<file path="src/rtl/binary_to_gray_converter_4_bit.sv">
// -----------------------------------------------------------------------------
// binary_to_gray_converter_4_bit
//
// Purpose:
//   Registered 4-bit binary-to-Gray converter with a valid qualifier. It also
//   converts the registered Gray code back to binary, so the output can be
//   checked against the last accepted input. A monitor reports whether each
//   accepted Gray code differs from the previous accepted one in exactly one
//   bit. The block has a fixed latency of one cycle and accepts one value per
//   clock.
//
// Ports:
//   Clock                 in   system clock; all state updates on the rising edge
//   Reset                 in   synchronous, active-high reset
//   Binary_Code_In  [3:0] in   binary value to convert
//   Valid_In              in   when high, Binary_Code_In is accepted on this edge
//   Gray_Code_Out   [3:0] out  registered Gray code of the last accepted input
//   Valid_Out             out  high for one cycle after each accepted input
//   Binary_Code_Out [3:0] out  Gray_Code_Out converted back to binary
//                              (combinational from the register)
//   Single_Step_Out       out  last accepted Gray code differs from the one
//                              before it in exactly one bit
//   Conversion_Count_Out [7:0] out  accepted inputs since reset, wraps at 256
// -----------------------------------------------------------------------------
module binary_to_gray_converter_4_bit (
  input  logic       Clock,
  input  logic       Reset,
  input  logic [3:0] Binary_Code_In,
  input  logic       Valid_In,
  output logic [3:0] Gray_Code_Out,
  output logic       Valid_Out,
  output logic [3:0] Binary_Code_Out,
  output logic       Single_Step_Out,
  output logic [7:0] Conversion_Count_Out
);

  logic [3:0] gray_q, gray_d;
  logic       valid_q, valid_d;
  logic       single_step_q, single_step_d;
  logic [7:0] count_q, count_d;
  logic       have_prev_q, have_prev_d;

  logic [3:0] gray_conv;
  logic [3:0] gray_diff;
  logic       one_bit_diff;
  logic [3:0] binary_back;

  // Forward conversion: G = B ^ (B >> 1). The MSB passes through unchanged.
  assign gray_conv[3] = Binary_Code_In[3];
  generate
    for (genvar gi = 0; gi < 3; gi++) begin : g_fwd
      assign gray_conv[gi] = Binary_Code_In[gi+1] ^ Binary_Code_In[gi];
    end
  endgenerate

  // Back-conversion: each binary bit is the XOR of all Gray bits at or above
  // it. This is the unrolled form of the prefix chain B[i] = B[i+1] ^ G[i].
  generate
    for (genvar gi = 0; gi < 4; gi++) begin : g_back
      assign binary_back[gi] = ^gray_q[3:gi];
    end
  endgenerate

  // Exactly one bit set <=> nonzero and clearing the lowest set bit gives zero.
  assign gray_diff    = gray_conv ^ gray_q;
  assign one_bit_diff = (gray_diff != 4'd0) && ((gray_diff & (gray_diff - 4'd1)) == 4'd0);

  always_comb begin
    gray_d        = gray_q;
    single_step_d = single_step_q;
    count_d       = count_q;
    have_prev_d   = have_prev_q;
    valid_d       = Valid_In;
    // The data path is only looked at when Valid_In is high, so an undriven or
    // X input does nothing while idle.
    if (Valid_In) begin
      gray_d        = gray_conv;
      single_step_d = have_prev_q && one_bit_diff;
      count_d       = count_q + 8'd1;
      have_prev_d   = 1'b1;
    end
  end

  always_ff @(posedge Clock) begin
    if (Reset) begin
      gray_q        <= 4'd0;
      valid_q       <= 1'b0;
      single_step_q <= 1'b0;
      count_q       <= 8'd0;
      have_prev_q   <= 1'b0;
    end else begin
      gray_q        <= gray_d;
      valid_q       <= valid_d;
      single_step_q <= single_step_d;
      count_q       <= count_d;
      have_prev_q   <= have_prev_d;
    end
  end

  assign Gray_Code_Out        = gray_q;
  assign Valid_Out            = valid_q;
  assign Binary_Code_Out      = binary_back;
  assign Single_Step_Out      = single_step_q;
  assign Conversion_Count_Out = count_q;

endmodule

</file>
<file path="config.mk">
export PLATFORM = sky130hd
export DESIGN_NAME = binary_to_gray_converter_4_bit
export DESIGN_NICKNAME = d
export VERILOG_FILES = /design/src/rtl/binary_to_gray_converter_4_bit.sv
export SDC_FILE = /design/constraint.sdc
export NUM_CORES = 1
export LEC_CHECK = 0
export CAP_MARGIN = 20
export CORE_MARGIN = 4
export CORE_UTILIZATION = 45
export DETAILED_ROUTE_END_ITERATION = 8
export MAX_ROUTING_LAYER = met4
export PLACE_DENSITY = 0.8
export SETUP_SLACK_MARGIN = 0.5
export SLEW_MARGIN = 20
export SYNTH_ARGS = -nofsm -noshare
export SYNTH_HDL_FRONTEND = slang
export SYNTH_SLANG_ARGS = --single-unit
</file>
<file path="constraint.sdc">
create_clock -name Clock -period 1.8 [get_ports Clock]
set_input_delay 0.45 -clock Clock [delete_from_list [all_inputs] [get_ports Clock]]
set_output_delay 0.45 -clock Clock [all_outputs]
set_load 0.01 [all_outputs]
</file>
# After elaboration in Yosys (flattened, before gate mapping)
# Index checks and enable logic that the tools add are counted.
[classes]
add_sub_neg = 2
bitwise = 5
reduce_logical = 7
[ops]
columns = ["op", "count"]
rows = [
  ["8-bit by 1-bit adder with 8-bit output, second input constant", 1],
  ["4-bit bitwise AND", 1],
  ["4-bit logical NOT", 1],
  ["4-bit nonzero test", 1],
  ["4-bit parity", 1],
  ["4-bit by 1-bit subtractor with 4-bit output, second input constant", 1],
  ["4-bit bitwise XOR", 1],
  ["3-bit parity", 1],
  ["1-bit bitwise XOR", 3],
  ["1-bit logical AND", 2],
  ["2-bit parity", 1],
]
[word_totals]
register_bits = 15
in_bits = 7
output_inout_bits = 18
elab_cells = 19

# Depth between registers and ports, before layout
[logic_depth]
depth_word = 7
mapped_depth = 5
ltp_nobuf = 5

# Worst setup path before layout
# Ideal clock, no wire load.
[synth_timing]
path_kind = "register to output"
start = "reg gray_q[3] (netlist: Gray_Code_Out[3])"
end = "out Binary_Code_Out[0]"
t_arrival_ns = 1.389
t_required_ns = 1.350
setup_slack_ns = -0.039
path_stages_with_launch = 4
n_path_buf = 0
path_cell_list = "dfxtp_1 -> xor2_1 -> xor2_1 -> xor2_1"
[synth_via]
elab_chain_len = 1
[synth_rtl]
columns = ["element", "line", "text"]
rows = [
  ["start, declared", "37", "logic [3:0] gray_q, gray_d;"],
  ["start signal, assigned", "92", "gray_q <= gray_d;"],
  ["4-bit parity", "60", "assign binary_back[gi] = ^gray_q[3:gi];"],
  ["end, declared", "32", "output logic [3:0] Binary_Code_Out,"],
]
# Every way passes these cells.

# Worst setup path in the final report
# Same ends and word-level chain as after synthesis.

==> metrics.txt <==
switching pwr=233 uW; worst ir drop on vdd=468 uV; total grt overflow=0; Post-Syn Nets=90; Antenna diodes=0; initial antenna violation count=0; row cnt=14; most frequent CP cell=xor2_2; Pwr Total=778 uW; most frequent cells after synthesis=16 x nor2_1, 15 x dfxtp_1, 9 x xor2_1; Post-synth top flop=dfxtp_1; worst-margin pin slew=0.268 ns; Avg Cell Area, Syn=8.77 um^2; share of the synthesized area in the top cell type=0.417; combinational power share=0.279; PortBufs=24; DRC viols=0; YS warnings=0; final net count=137; I/O Pins=25; critical path arrival=1.34 ns; Max Clock Skew=0.00584 ns; leakage=0.000542 uW; Switching Fraction=0.299; Synth Cell Area=719 um^2; Setup Viol. Count Final=0; CTS H-tree lvls=1; Die Span X=48.0 um; final count of hold timing violations=0; worst hold-check path type=reg -> reg; Die Ht=48.0 um; slowest cell on the critical path=dfxtp_4; max-slew violations=0; post-route ant nets=0; pre-CTS setup slack=-0.133 ns; Max Buffers Root-to-Sink=2; Root Buffer=clkbuf_4; post-synthesis register bit count=15; Initial DRC Count=6; vias in the first global route=650; Synth area leader=dfxtp_1; routability congestion estimate=0.798; P&R area growth vs syn=63.7%; clock sinks=15; # hold bufs at CTS=0; largest fanout on the critical path=2; Critical Path Source Type=flip-flop; vias per inst=5.06; Syn Inst Count=82; f_max=559 MHz; overall global routing resource usage=0.191; Initial Util=0.478; first-pass iteration count of the detailed router=6; Crit Path Category=reg -> out; asr flop ratio synth=0; final worst-path cycle share=0.993; DR WL/cell=12.7 um; crit path buf inv count=1; TritonCTS clock tree=built; total CTS buffers=3; largest net degree at the start of global routing=15; clk slew on worst S/H paths=0.09 ns; status=completed; core area=0.00151 mm^2; maxcap violations=0; CP delay by family, top=XOR/XNOR gates; DP Wirelength=1260 um; later-pin clock latency in the skew report=0.29 ns; drt total wl=1830 um; Worst EP required=1.35 ns; number of distinct library cells after synthesis=23; max_slew headroom=0.821; number of flops mapped to enable cells by yosys=0; top cells by area, synth=dfxtp_1 42%, xor2_1 11%, nor2_1 8.3%; sequential area share after synthesis=0.417; global-route wire length before repair=2860 um; most common cell in the synthesized netlist=nor2_1; Cell Chain, Critical Path=xor2_4, xor2_2, xor2_2, buf_2; post-route setup slack=0.0119 ns; Via Count=729; Die ar.=0.00230 mm^2; PwrDens=661 mW/mm^2; RSZ-0062 raised after global routing=true; CP Capture Type=output port; sequential share of power=0.465; post-route minimum period=1.79 ns; clock group share of total power=0.257; Slowest Stage Delay on Critical Path=0.38 ns; Pint=545 uW; layout cells sized above 1=0.508
-- worst min-delay path: stages, from the launching register on --
cell,delay [ns]
dfxtp_1,0.34
nor2_1,0.05
nor2_1,0.07
-- worst paths after layout --
kind	from	endpoint	slack [ns]	cells after the start
worst max register to register	Gray_Code_Out[2]$_SDFFE_PP0P_	Single_Step_Out$_SDFFE_PP0P_	0.43	6
worst max-delay path	Gray_Code_Out[3]$_SDFFE_PP0P_	Binary_Code_Out[0]	0.01	4
worst min register to register	have_prev_q$_SDFFE_PP0P_	have_prev_q$_SDFFE_PP0P_	0.48	2
worst min-delay path	have_prev_q$_SDFFE_PP0P_	have_prev_q$_SDFFE_PP0P_	0.48	2
-- layout by cell type, fill, tap and decap left out, drive strengths merged, types with 2 or more instances in the layout --
cell / n
xnor2: 6
and3: 2
a21oi: 3
clkbuf: 3
dfxtp: 15
clkdlybuf4s50: 4
nor2: 17
nand4: 3
xor2: 9
mux2i: 2
buf: 38
nand2: 8
or3: 2
a211oi: 3
o21ai: 3
-- area by class of cell --
type / instances / area (um^2)
clock buffers: 3 / 22.5
clock inverters: 1 / 5.00
fillers: 111 / 329
multi-input cells: 64 / 455
flip-flops and latches: 15 / 327
well taps: 16 / 20.0
repair buffers: 45 / 348
-- power by group through the flow --
| stage | Clock [uW] | Sequential, uW | Combinational [uW] |
|---|---|---|---|
| floorplan | 0 | 379 | 94.5 |
| global placement | 0 | 370 | 214 |
| detailed placement | 0 | 371 | 219 |
| CTS | 207 | 361 | 215 |
| global route | 221 | 364 | 237 |
| finish | 200 | 361 | 217 |
-- what timing repair did --
item	4_1_cts	5_1_grt
endpoints found under the setup margin	21	16
setup buffers	8	1
cloned	0	0
gates resized for setup	79	16
pin swaps	3	4
-- per-layer routing --
metal / wire [um] / global-route usage
met5: 0 / -
met2: 861 / 0.282
met4: 37 / 0.0968
met1: 800 / 0.232
met3: 132 / 0.0564
-- flip-flops by register name (all words and copies together), names as in the netlist --
signal,count
Single_Step_Out,1
Conversion_Count_Out,8
have_prev_q,1
Valid_Out,1
Gray_Code_Out,4
-- through the flow --
step | utilization | setup TNS (ns) | cell area (um^2) | hold slack [ns] | instances
2_1_floorplan | - | 0 | 761 | 0.440 | 82
3_3_place_gp | 0.727 | -0.157 | 1090 | 0.455 | 131
3_5_place_dp | 0.727 | -0.229 | 1090 | 0.471 | 131
4_1_cts | 0.779 | -0.0113 | 1170 | 0.488 | 143
5_1_grt | 0.782 | -0.0737 | 1180 | 0.527 | 144
6_report | 0.782 | 0 | 1180 | 0.484 | 144
-- logic make-up (layout without fill, tap and decap cells) --
kind of cell / Yosys count / count (layout) / synth area share
AND/OR/NAND/NOR: 35 / 35 / 0.219
XOR/XNOR: 15 / 15 / 0.183
flip-flops: 15 / 15 / 0.417
AO/OA/AOI/OAI: 11 / 11 / 0.113
buffers and inverters: 3 / 49 / 0.0226
multiplexers: 2 / 2 / 0.0278
adder cells (fa/ha/maj): 1 / 1 / 0.0174
Power figures use the tool's default switching activity.
